<file path="src/rtl/msrv32_wb_arbiter_if.sv">
// Write-back arbiter bus: producer handshakes (ALU, load issue, load response),
// flush, registered write port to the integer file and the pending-load mask.
interface msrv32_wb_arbiter_if #(
  parameter int WIDTH      = 32,
  parameter int ADDR_WIDTH = 5
);
  logic                     flush_in;
  logic                     alu_valid_in;
  logic [ADDR_WIDTH-1:0]    alu_rd_addr_in;
  logic [WIDTH-1:0]         alu_result_in;
  logic                     alu_ready_out;
  logic                     ld_issue_in;
  logic [ADDR_WIDTH-1:0]    ld_rd_addr_in;
  logic                     ld_issue_ready_out;
  logic                     ld_resp_valid_in;
  logic [WIDTH-1:0]         ld_resp_data_in;
  logic                     ld_resp_ready_out;
  logic                     wr_en_out;
  logic [ADDR_WIDTH-1:0]    rd_addr_out;
  logic [WIDTH-1:0]         rd_out;
  logic [2**ADDR_WIDTH-1:0] pending_mask_out;

  modport slave (
    input  flush_in, alu_valid_in, alu_rd_addr_in, alu_result_in,
           ld_issue_in, ld_rd_addr_in, ld_resp_valid_in, ld_resp_data_in,
    output alu_ready_out, ld_issue_ready_out, ld_resp_ready_out,
           wr_en_out, rd_addr_out, rd_out, pending_mask_out
  );

  modport master (
    output flush_in, alu_valid_in, alu_rd_addr_in, alu_result_in,
           ld_issue_in, ld_rd_addr_in, ld_resp_valid_in, ld_resp_data_in,
    input  alu_ready_out, ld_issue_ready_out, ld_resp_ready_out,
           wr_en_out, rd_addr_out, rd_out, pending_mask_out
  );
endinterface

</file>
<file path="src/rtl/msrv32_wb_arbiter.sv">
// Write-back arbiter: merges ALU results and in-order load responses into one
// registered integer-file write port. Outstanding load destinations live in a
// small FIFO; a per-register pending mask stalls WAW hazards on pending rds.
module msrv32_wb_arbiter #(
  parameter int WIDTH      = 32,
  parameter int ADDR_WIDTH = 5,
  parameter int LD_DEPTH   = 4,
  parameter int PTR_WIDTH  = 2
) (
  input logic             msrv32_mp_clk_in,
  input logic             msrv32_mp_rst_in,
  msrv32_wb_arbiter_if.slave bus
);

  localparam int DEPTH = 2**ADDR_WIDTH;

  logic [ADDR_WIDTH-1:0] fifo_mem [LD_DEPTH];
  logic [PTR_WIDTH-1:0]  wr_ptr_p0, rd_ptr_p0;
  logic [PTR_WIDTH:0]    count_p0;
  logic [DEPTH-1:0]      mask_p0, mask_nxt;

  logic                  resp_rdy, resp_acc, issue_rdy, issue_acc, alu_rdy, alu_acc;
  logic [ADDR_WIDTH-1:0] head_rd;
  logic                  wr_vld;
  logic [ADDR_WIDTH-1:0] wr_addr;
  logic [WIDTH-1:0]      wr_data;

  logic                  vld_p1;
  logic [ADDR_WIDTH-1:0] addr_p1;
  logic [WIDTH-1:0]      data_p1;

  // Handshake decisions; load responses take the write port ahead of the ALU.
  always_comb begin
    head_rd   = fifo_mem[rd_ptr_p0];
    resp_rdy  = (count_p0 != '0) & ~bus.flush_in;
    resp_acc  = bus.ld_resp_valid_in & resp_rdy;
    issue_rdy = ~bus.flush_in
              & ((count_p0 < (PTR_WIDTH+1)'(LD_DEPTH)) | resp_acc)
              & ((bus.ld_rd_addr_in == '0) | ~mask_p0[bus.ld_rd_addr_in]);
    issue_acc = bus.ld_issue_in & issue_rdy;
    alu_rdy   = ~bus.flush_in & ~resp_acc
              & ((bus.alu_rd_addr_in == '0) | ~mask_p0[bus.alu_rd_addr_in]);
    alu_acc   = bus.alu_valid_in & alu_rdy;
    wr_vld    = resp_acc | alu_acc;
    wr_addr   = resp_acc ? head_rd : bus.alu_rd_addr_in;
    wr_data   = resp_acc ? bus.ld_resp_data_in : bus.alu_result_in;
  end

  // Pending mask update: clear on response, set on issue, x0 never pending.
  always_comb begin
    mask_nxt = mask_p0;
    if (resp_acc) mask_nxt[head_rd] = 1'b0;
    if (issue_acc) mask_nxt[bus.ld_rd_addr_in] = 1'b1;
    mask_nxt[0] = 1'b0;
    if (bus.flush_in) mask_nxt = '0;
  end

  // FIFO control: pointers and occupancy; flush empties the queue.
  always_ff @(posedge msrv32_mp_clk_in) begin
    if (msrv32_mp_rst_in) begin
      wr_ptr_p0 <= '0;
      rd_ptr_p0 <= '0;
      count_p0  <= '0;
      mask_p0   <= '0;
    end else if (bus.flush_in) begin
      wr_ptr_p0 <= '0;
      rd_ptr_p0 <= '0;
      count_p0  <= '0;
      mask_p0   <= '0;
    end else begin
      if (issue_acc) wr_ptr_p0 <= wr_ptr_p0 + 1'b1;
      if (resp_acc)  rd_ptr_p0 <= rd_ptr_p0 + 1'b1;
      count_p0 <= count_p0 + (PTR_WIDTH+1)'(issue_acc) - (PTR_WIDTH+1)'(resp_acc);
      mask_p0  <= mask_nxt;
    end
  end

  // FIFO storage of load destination registers.
  always_ff @(posedge msrv32_mp_clk_in) begin
    if (issue_acc) fifo_mem[wr_ptr_p0] <= bus.ld_rd_addr_in;
  end

  // ---- p0 -> p1: registered write port; x0 writes complete but never enable ----
  always_ff @(posedge msrv32_mp_clk_in) begin
    if (msrv32_mp_rst_in) begin
      vld_p1  <= 1'b0;
      addr_p1 <= '0;
      data_p1 <= '0;
    end else begin
      vld_p1 <= wr_vld & (wr_addr != '0);
      if (wr_vld) begin
        addr_p1 <= wr_addr;
        data_p1 <= wr_data;
      end
    end
  end

  assign bus.ld_resp_ready_out  = resp_rdy;
  assign bus.ld_issue_ready_out = issue_rdy;
  assign bus.alu_ready_out      = alu_rdy;
  assign bus.wr_en_out          = vld_p1;
  assign bus.rd_addr_out        = addr_p1;
  assign bus.rd_out             = data_p1;
  assign bus.pending_mask_out   = mask_p0;

endmodule

</file>
<file path="src/flat_wrapper.sv">
// flat-port wrapper written by rule: the top's interface ports become plain ports
module msrv32_wb_arbiter_flat 
#(
  parameter int WIDTH      = 32,
  parameter int ADDR_WIDTH = 5,
  parameter int LD_DEPTH   = 4,
  parameter int PTR_WIDTH  = 2
)
  (msrv32_mp_clk_in, msrv32_mp_rst_in, bus_flush_in, bus_alu_valid_in, bus_alu_rd_addr_in, bus_alu_result_in, bus_ld_issue_in, bus_ld_rd_addr_in, bus_ld_resp_valid_in, bus_ld_resp_data_in, bus_alu_ready_out, bus_ld_issue_ready_out, bus_ld_resp_ready_out, bus_wr_en_out, bus_rd_addr_out, bus_rd_out, bus_pending_mask_out);
  msrv32_wb_arbiter_if #(.WIDTH(WIDTH), .ADDR_WIDTH(ADDR_WIDTH)) bus_i ();
  input logic msrv32_mp_clk_in;
  input logic msrv32_mp_rst_in;
  input wire logic [$bits(bus_i.flush_in)-1:0] bus_flush_in;
  input wire logic [$bits(bus_i.alu_valid_in)-1:0] bus_alu_valid_in;
  input wire logic [$bits(bus_i.alu_rd_addr_in)-1:0] bus_alu_rd_addr_in;
  input wire logic [$bits(bus_i.alu_result_in)-1:0] bus_alu_result_in;
  input wire logic [$bits(bus_i.ld_issue_in)-1:0] bus_ld_issue_in;
  input wire logic [$bits(bus_i.ld_rd_addr_in)-1:0] bus_ld_rd_addr_in;
  input wire logic [$bits(bus_i.ld_resp_valid_in)-1:0] bus_ld_resp_valid_in;
  input wire logic [$bits(bus_i.ld_resp_data_in)-1:0] bus_ld_resp_data_in;
  output wire logic [$bits(bus_i.alu_ready_out)-1:0] bus_alu_ready_out;
  output wire logic [$bits(bus_i.ld_issue_ready_out)-1:0] bus_ld_issue_ready_out;
  output wire logic [$bits(bus_i.ld_resp_ready_out)-1:0] bus_ld_resp_ready_out;
  output wire logic [$bits(bus_i.wr_en_out)-1:0] bus_wr_en_out;
  output wire logic [$bits(bus_i.rd_addr_out)-1:0] bus_rd_addr_out;
  output wire logic [$bits(bus_i.rd_out)-1:0] bus_rd_out;
  output wire logic [$bits(bus_i.pending_mask_out)-1:0] bus_pending_mask_out;
  assign bus_i.flush_in = bus_flush_in;
  assign bus_i.alu_valid_in = bus_alu_valid_in;
  assign bus_i.alu_rd_addr_in = bus_alu_rd_addr_in;
  assign bus_i.alu_result_in = bus_alu_result_in;
  assign bus_i.ld_issue_in = bus_ld_issue_in;
  assign bus_i.ld_rd_addr_in = bus_ld_rd_addr_in;
  assign bus_i.ld_resp_valid_in = bus_ld_resp_valid_in;
  assign bus_i.ld_resp_data_in = bus_ld_resp_data_in;
  assign bus_alu_ready_out = bus_i.alu_ready_out;
  assign bus_ld_issue_ready_out = bus_i.ld_issue_ready_out;
  assign bus_ld_resp_ready_out = bus_i.ld_resp_ready_out;
  assign bus_wr_en_out = bus_i.wr_en_out;
  assign bus_rd_addr_out = bus_i.rd_addr_out;
  assign bus_rd_out = bus_i.rd_out;
  assign bus_pending_mask_out = bus_i.pending_mask_out;
  msrv32_wb_arbiter #(.WIDTH(WIDTH), .ADDR_WIDTH(ADDR_WIDTH), .LD_DEPTH(LD_DEPTH), .PTR_WIDTH(PTR_WIDTH)) u_core (.msrv32_mp_clk_in(msrv32_mp_clk_in), .msrv32_mp_rst_in(msrv32_mp_rst_in), .bus(bus_i));
endmodule
</file>
<file path="config.mk">
export PLATFORM = sky130hd
export DESIGN_NAME = msrv32_wb_arbiter_flat
export DESIGN_NICKNAME = d
export VERILOG_FILES = /design/src/rtl/msrv32_wb_arbiter_if.sv /design/src/rtl/msrv32_wb_arbiter.sv /design/src/flat_wrapper.sv
export SDC_FILE = /design/constraint.sdc
export NUM_CORES = 1
export LEC_CHECK = 0
export ABC_AREA = 0
export BUFFER_PORTS_ARGS = -buffer_cell sky130_fd_sc_hd__buf_4
export CELL_PAD_IN_SITES_DETAIL_PLACEMENT = 0
export CELL_PAD_IN_SITES_GLOBAL_PLACEMENT = 1
export CORE_ASPECT_RATIO = 1.75
export CORE_UTILIZATION = 39
export CTS_BUF_LIST = sky130_fd_sc_hd__clkbuf_8
export DETAILED_ROUTE_END_ITERATION = 8
export PLACE_DENSITY = 0.79
export SLEW_MARGIN = 10
export SYNTH_ARGS = -nofsm -noshare
export SYNTH_HDL_FRONTEND = slang
export SYNTH_SLANG_ARGS = --single-unit
</file>
<file path="constraint.sdc">
create_clock -name msrv32_mp_clk_in -period 3.8 [get_ports msrv32_mp_clk_in]
set_clock_uncertainty 0.2 [all_clocks]
set_input_delay 0.57 -clock msrv32_mp_clk_in [delete_from_list [all_inputs] [get_ports msrv32_mp_clk_in]]
set_output_delay 0.57 -clock msrv32_mp_clk_in [all_outputs]
set_load 0.03 [all_outputs]
</file>
==> impl_metrics.csv, run 1 <==
group,metric,value,unit
clocking,cts_inserted_buffers,9,
floorplanning,die_x,85.1,um
synth,synth_top_area_share,33.1,%
placed_design,port_buffers,151,
sta,final.period_utilization,81.1,%
floorplanning,ios,153,
job,cap_violations,0,
synth,ys_ff_latch,98,
clocking,ctsRootBufferMaster,"clkbuf_8",
synth,synth_area,4710,um^2
routing,totalWireLength,13900,um
sta,whs,0.261,ns
synth,synth_top_flop_cell,"dfxtp_1",
worst_hold_path,min_path_type,"in -> reg",
clocking,clock_latency,0.37,ns
synth,ys.warnings.count,0,
sta,worstMarginPinSlew,0.721,ns
outcome,status,"finished with violations",
synth,syn_area_per_cell,9.93,um^2
floorplanning,core-area,11600,um^2
synth,synth_cells,475,
layout,num_antenna_cells,0,
placed_design,hpwl,10400,um
synth,synth_common_cells,"dfxtp_1 (78), nor2_1 (57), nand2_1 (43), mux2i_1 (36), nand3_1 (36)",
routing,vias,4175,
routing,wl_per_cell,18.4,um
layout,finish.instance_area,6160,um^2
critical_path,rr_worst_depth,10,
routing,ant_nets,0,
critical_path,crit_path_end_kind,"register",
outcome,violations,"design-rule violations",
clocking,cts_buffer_depth,2,
critical_path,worst_setup_path_start_kind,"primary input",
floorplanning,rows,52,
sta,fmax,324,MHz
synth,synthTopCellsByArea,"dfxtp_1 (33%), edfxtp_1 (13%), mux4_2 (8.1%)",
routing,drt-initial-drc-count,205,
synth,synth_cell_types,48,
floorplanning,die_h,147,um
grt,grt_start_max_net_pins,77,
pwr,peakVddDrop,191,uV
layout,drive_gt1_share,32.6,%
grt,antenna_found_initial,0,
sta,final-hold-violation-count,0,
grt,grt_pass1_wl,21600,um
sta,rsz0062_at_grt,"false",
grt,track_usage,22.3,%
layout,syn_to_final_growth,30.7,%
routing,avgViaCountPerCell,5.54,
sta,slew_viol_final,0,
sta,final.min_clock_period,3.08,ns
critical_path,crit_fanout,16,
synth,ys_seq_area_share,45.9,%
worst_hold_path,whs_path_depth,1,
floorplanning,dieArea,12500,um^2
synth,synth_edf_count,20,
pwr,report.power.total,2.24,mW
pwr,power.density,363,nW/um^2
pwr,p_leak,2.45,nW
clocking,htreeDepth,3,
critical_path,worstPathArrival,3.15,ns
layout,layout.nets,701,
critical_path,cp.required,3.87,ns
synth,yosys.area.top_type,"dfxtp_1",
floorplanning,start_util,40.5,%
grt,grt_overflow,0,
synth,yosysMostFrequentCell,"dfxtp_1",
placed_design,dpl-instance-area,5940,um^2
clocking,cts.clk_slew.worst_paths,0.10,ns
clocking,hold_buffers,0,
synth,async_flop_share,0,%
placed_design,gp_congestion,0.885,
grt,grt_pass1_vias,4112,
sta,tns,0,ns
clocking,cts_tree,"built",
layout,utilization,52.9,%
sta,relSlewSlack,51.5,%
synth,syn-num-nets,562,
routing,drtPass1Iterations,6,
clocking,cts-resized-gates,0,
clocking,cts_setup_buffers,0,
critical_path,crit_type,"in -> reg",
routing,route.detailed.drc,1,
sta,setup_viol,0,
clocking,cts.sinks,98,
-- flip-flops by register name, summed over array words and instances, names as in the netlist, named ones only --
name                         cells
u_core.bus.pending_mask_out     31
u_core.bus.rd_out               32
u_core.wr_ptr_p0                 2
u_core.fifo_mem                 20
u_core.count_p0                  3
u_core.bus.wr_en_out             1
u_core.rd_ptr_p0                 2
u_core.bus.rd_addr_out           5
-- logic make-up after synthesis --
kind of cell	count (synthesis)	synth area share, %
compound gates	87	12.9
xor+xnor	5	0.929
simple gates	177	17.5
mux	56	16.5
flops	98	45.9
other cells	1	0.0795
buf+inv	44	4.27
fa+ha+maj	7	2.02
-- stage by stage --
stage / cells / setup WS, ns
3_5_place_dp: 738 / 0.343
4_1_cts: 754 / 0.715
3_3_place_gp: 738 / 0.353
5_1_grt: 754 / 0.591
2_1_floorplan: 475 / 0.409
6_report: 754 / 0.717
-- placed cells by master (no fill, tap or decap), types with 4 or more instances in the layout --
master	instances
mux2i_1	36
ha_1	6
nand2_1	43
clkbuf_8	9
a211oi_1	35
buf_4	158
a22oi_1	4
nor3_1	5
nor2b_1	6
inv_1	12
nor2_1	56
edfxtp_1	20
o21ai_0	31
nand2b_1	9
nand3_1	36
mux4_2	17
dfxtp_1	78
and2_1	6
-- area by class of cell --
class	instances	area [um^2]
clock buffer	9	124
timing repair buffer	159	1210
multi-input combinational	333	2350
fill	1131	5480
tap	135	169
inverter	13	48.8
clock inverter	7	98.8
sequential	98	2160
-- where the power goes --
part / internal [mW] / switching [mW] / total, mW
Sequential: 1.10 / 0.0184 / 1.11
Combinational: 0.162 / 0.207 / 0.370
Clock: 0.375 / 0.376 / 0.752
-- metal layers --
| metal | part of all wire (%) | global-route usage (%) | vias to the layer above | wire length (um) |
|---|---|---|---|---|
| li1 | - | - | 1994 | - |
| met1 | 38 | 26.2 | 1979 | 5300 |
| met2 | 52 | 39.2 | 176 | 7200 |
| met3 | 7.3 | 4.02 | 26 | 1010 |
| met4 | 2.7 | 10.2 | 0 | 381 |
| met5 | 0 | 0 | - | 0 |
-- final timing paths --
kind | to | from | slack (ns)
worst min-delay path | u_core.fifo_mem[2][2] | bus_ld_rd_addr_in[2] | 0.26
worst max-delay path | u_core.count_p0[2] | bus_ld_rd_addr_in[0] | 0.72
worst max register to register | u_core.count_p0[2] | u_core.bus.pending_mask_out[7] | 0.84
worst min register to register | u_core.bus.rd_addr_out[4] | u_core.bus.rd_addr_out[4] | 0.30
-- worst max-delay path, stage by stage --
cell and delay (ns):
buf_4 0.22, mux4_2 0.54, a22oi_1 0.19, o31ai_1 0.14, a2111oi_2 0.50, ha_1 0.22, inv_1 0.05, fa_1 0.37
xor2_1 0.17, xnor2_1 0.13, nor2_1 0.05
No activity file was read; power rests on OpenSTA's default activity.
==> inputs of run 2 (changes only) <==
--- a/config.mk
+++ b/config.mk
@@ -10,10 +10,10 @@
 export CELL_PAD_IN_SITES_DETAIL_PLACEMENT = 0
 export CELL_PAD_IN_SITES_GLOBAL_PLACEMENT = 1
 export CORE_ASPECT_RATIO = 1.75
-export CORE_UTILIZATION = 39
+export CORE_UTILIZATION = 36
 export CTS_BUF_LIST = sky130_fd_sc_hd__clkbuf_8
 export DETAILED_ROUTE_END_ITERATION = 8
-export PLACE_DENSITY = 0.79
+export PLACE_DENSITY = 0.76
 export SLEW_MARGIN = 10
 export SYNTH_ARGS = -nofsm -noshare
 export SYNTH_HDL_FRONTEND = slang
==> constraint.sdc (replaced) <==
create_clock -name msrv32_mp_clk_in -period 2.7 [get_ports msrv32_mp_clk_in]
set_clock_uncertainty 0.2 [all_clocks]
set_input_delay 0.405 -clock msrv32_mp_clk_in [delete_from_list [all_inputs] [get_ports msrv32_mp_clk_in]]
set_output_delay 0.405 -clock msrv32_mp_clk_in [all_outputs]
set_load 0.03 [all_outputs]
==> impl_metrics.csv, run 2 (same netlist as run 1, synthesis figures left out) <==
group,metric,value,unit
pwr,p_leak,2.85,nW
placed_design,place_ws,-0.488,ns
floorplanning,rows,55,
layout,largest_reg_flops,32,
routing,totalWireLength,16100,um
layout,drive_gt1_share,42.5,%
floorplanning,ios,153,
worst_hold_path,min_path_type,"in -> reg",
grt,busiest_layer,"met2",
critical_path,worst_setup_path_start_kind,"register",
grt,antenna_found_initial,0,
critical_path,crit_type,"reg -> reg",
placed_design,dpl-instance-area,6450,um^2
sta,relSlewSlack,63.9,%
placed_design,port_buffers,151,
pwr,power.internal,2.27,mW
routing,ant_nets,0,
sta,whs,0.0585,ns
floorplanning,core-area,12900,um^2
routing,route.detailed.drc,0,
job,cap_violations,0,
placed_design,dp_cells,829,
sta,rsz0062_at_grt,"true",
routing,wl_per_cell,18.8,um
floorplanning,start_util,36.6,%
pwr,peakVddDrop,195,uV
critical_path,cp.required,2.77,ns
outcome,status,"finished with violations",
sta,worstMarginPinSlew,0.537,ns
grt,met3_usage,4.21,%
outcome,violations,"negative setup slack",
sta,setup_ws,-0.0534,ns
grt,grt_pass1_vias,4436,
grt,met2_usage,42.1,%
clocking,clock_latency,0.38,ns
layout,layout.nets,767,
sta,slew_viol_final,0,
routing,drtPass1Iterations,4,
pwr,clockPowerShare,30.8,%
grt,grt_pass1_wl,23500,um
pwr,combPwrFrac,19.7,%
grt,track_usage,23.2,%
pwr,power_frac_seq,49.5,%
sta,final.min_clock_period,2.75,ns
layout,final_common_cell,"buf_4",
pwr,power.density,454,nW/um^2
sta,final-hold-violation-count,0,
floorplanning,die_x,88.5,um
clocking,cts.clk_slew.worst_paths,0.10,ns
grt,grt_use_met1,25.2,%
sta,setup_viol,2,
critical_path,crit_fanout,2,
floorplanning,die_h,153,um
routing,drt-initial-drc-count,220,
layout,final_cells,856,
clocking,cts_buffer_depth,2,
layout,finish.instance_area,6970,um^2
critical_path,worstPathArrival,2.83,ns
clocking,cts_inserted_buffers,9,
floorplanning,dieArea,13600,um^2
clocking,cts.sinks,98,
critical_path,crit_path_end_kind,"register",
placed_design,gp_congestion,0.891,
clocking,cts_tree,"built",
layout,num_antenna_cells,0,
layout,layout_common_cells,"buf_4 (210), dfxtp_1 (75), nor2_1 (54), nand2_1 (43), nand3_1 (35)",
clocking,hold_buffers,0,
grt,grt_overflow,0,
clocking,htreeDepth,3,
pwr,switching_share,28.3,%
placed_design,hpwl,11400,um
grt,grt_start_max_net_pins,77,
clocking,ctsRootBufferMaster,"clkbuf_8",
sta,fmax,363,MHz
sta,final.period_utilization,102,%
routing,avgViaCountPerCell,5.22,
routing,vias,4469,
layout,syn_to_final_growth,47.9,%
pwr,switchingPower,0.897,mW
## run 2: layer usage
metal / vias up / routed length, um
met1: 2125 / 5650
met4: 0 / 461
met2: 180 / 8830
met5: - / 0
li1: 2134 / -
met3: 30 / 1150
## run 2: path summary, 6_finish.rpt
check                                  startpoint                        end  slack [ns]  depth (start not counted)
setup / recovery  u_core.bus.pending_mask_out[10]         u_core.count_p0[2]       -0.05                         10
setup reg to reg  u_core.bus.pending_mask_out[10]         u_core.count_p0[2]       -0.05                         10
hold / removal               bus_ld_rd_addr_in[4]      u_core.fifo_mem[2][4]        0.06                          1
hold reg to reg         u_core.bus.rd_addr_out[2]  u_core.bus.rd_addr_out[2]        0.29                          2
## run 2: worst max-delay path, cell delays in order (launching register included)
cell	delay, ns
dfxtp_1	0.35
mux4_2	0.48
a22oi_2	0.15
o31ai_2	0.12
a2111oi_4	0.42
ha_4	0.19
inv_2	0.03
fa_2	0.32
xor2_1	0.15
xnor2_1	0.16
nor2_1	0.06
## run 2: what timing repair did
| item | 4_1_cts | 5_1_grt |
|---|---|---|
| endpoints found under the setup margin | 9 | 40 |
| buffers inserted | 4 | 1 |
| cloned | 1 | 6 |
| gates resized for setup | 15 | 20 |
| pin swaps | 6 | 29 |
## run 2: final cells by class
type	count	area, um^2
Fill cell	1163	5890
Multi-Input combinational cell	333	2500
Sequential cell	98	2170
Timing Repair Buffer	225	1840
Tap cell	171	214
Clock buffer	9	124
Clock inverter	7	76.3
Inverter	13	48.8
## run 2: power groups by stage
stage	clock network [mW]	registers, mW	logic, mW
2_1_floorplan	0	1.68	0.221
3_3_place_gp	0	1.60	0.553
3_5_place_dp	0	1.60	0.560
4_1_cts	0.986	1.57	0.579
5_1_grt	1.04	1.57	0.663
6_report	0.974	1.57	0.624
## run 2: per-stage QoR
stage,total power [mW],setup TNS (ns),utilization (%)
floorplan,1.91,-0.380,-
global placement,2.15,-18.25,50.1
detailed placement,2.16,-21.83,50.1
CTS,3.13,-0.0624,52.5
global route,3.28,-1.70,54.2
finish,3.17,-0.0661,54.2
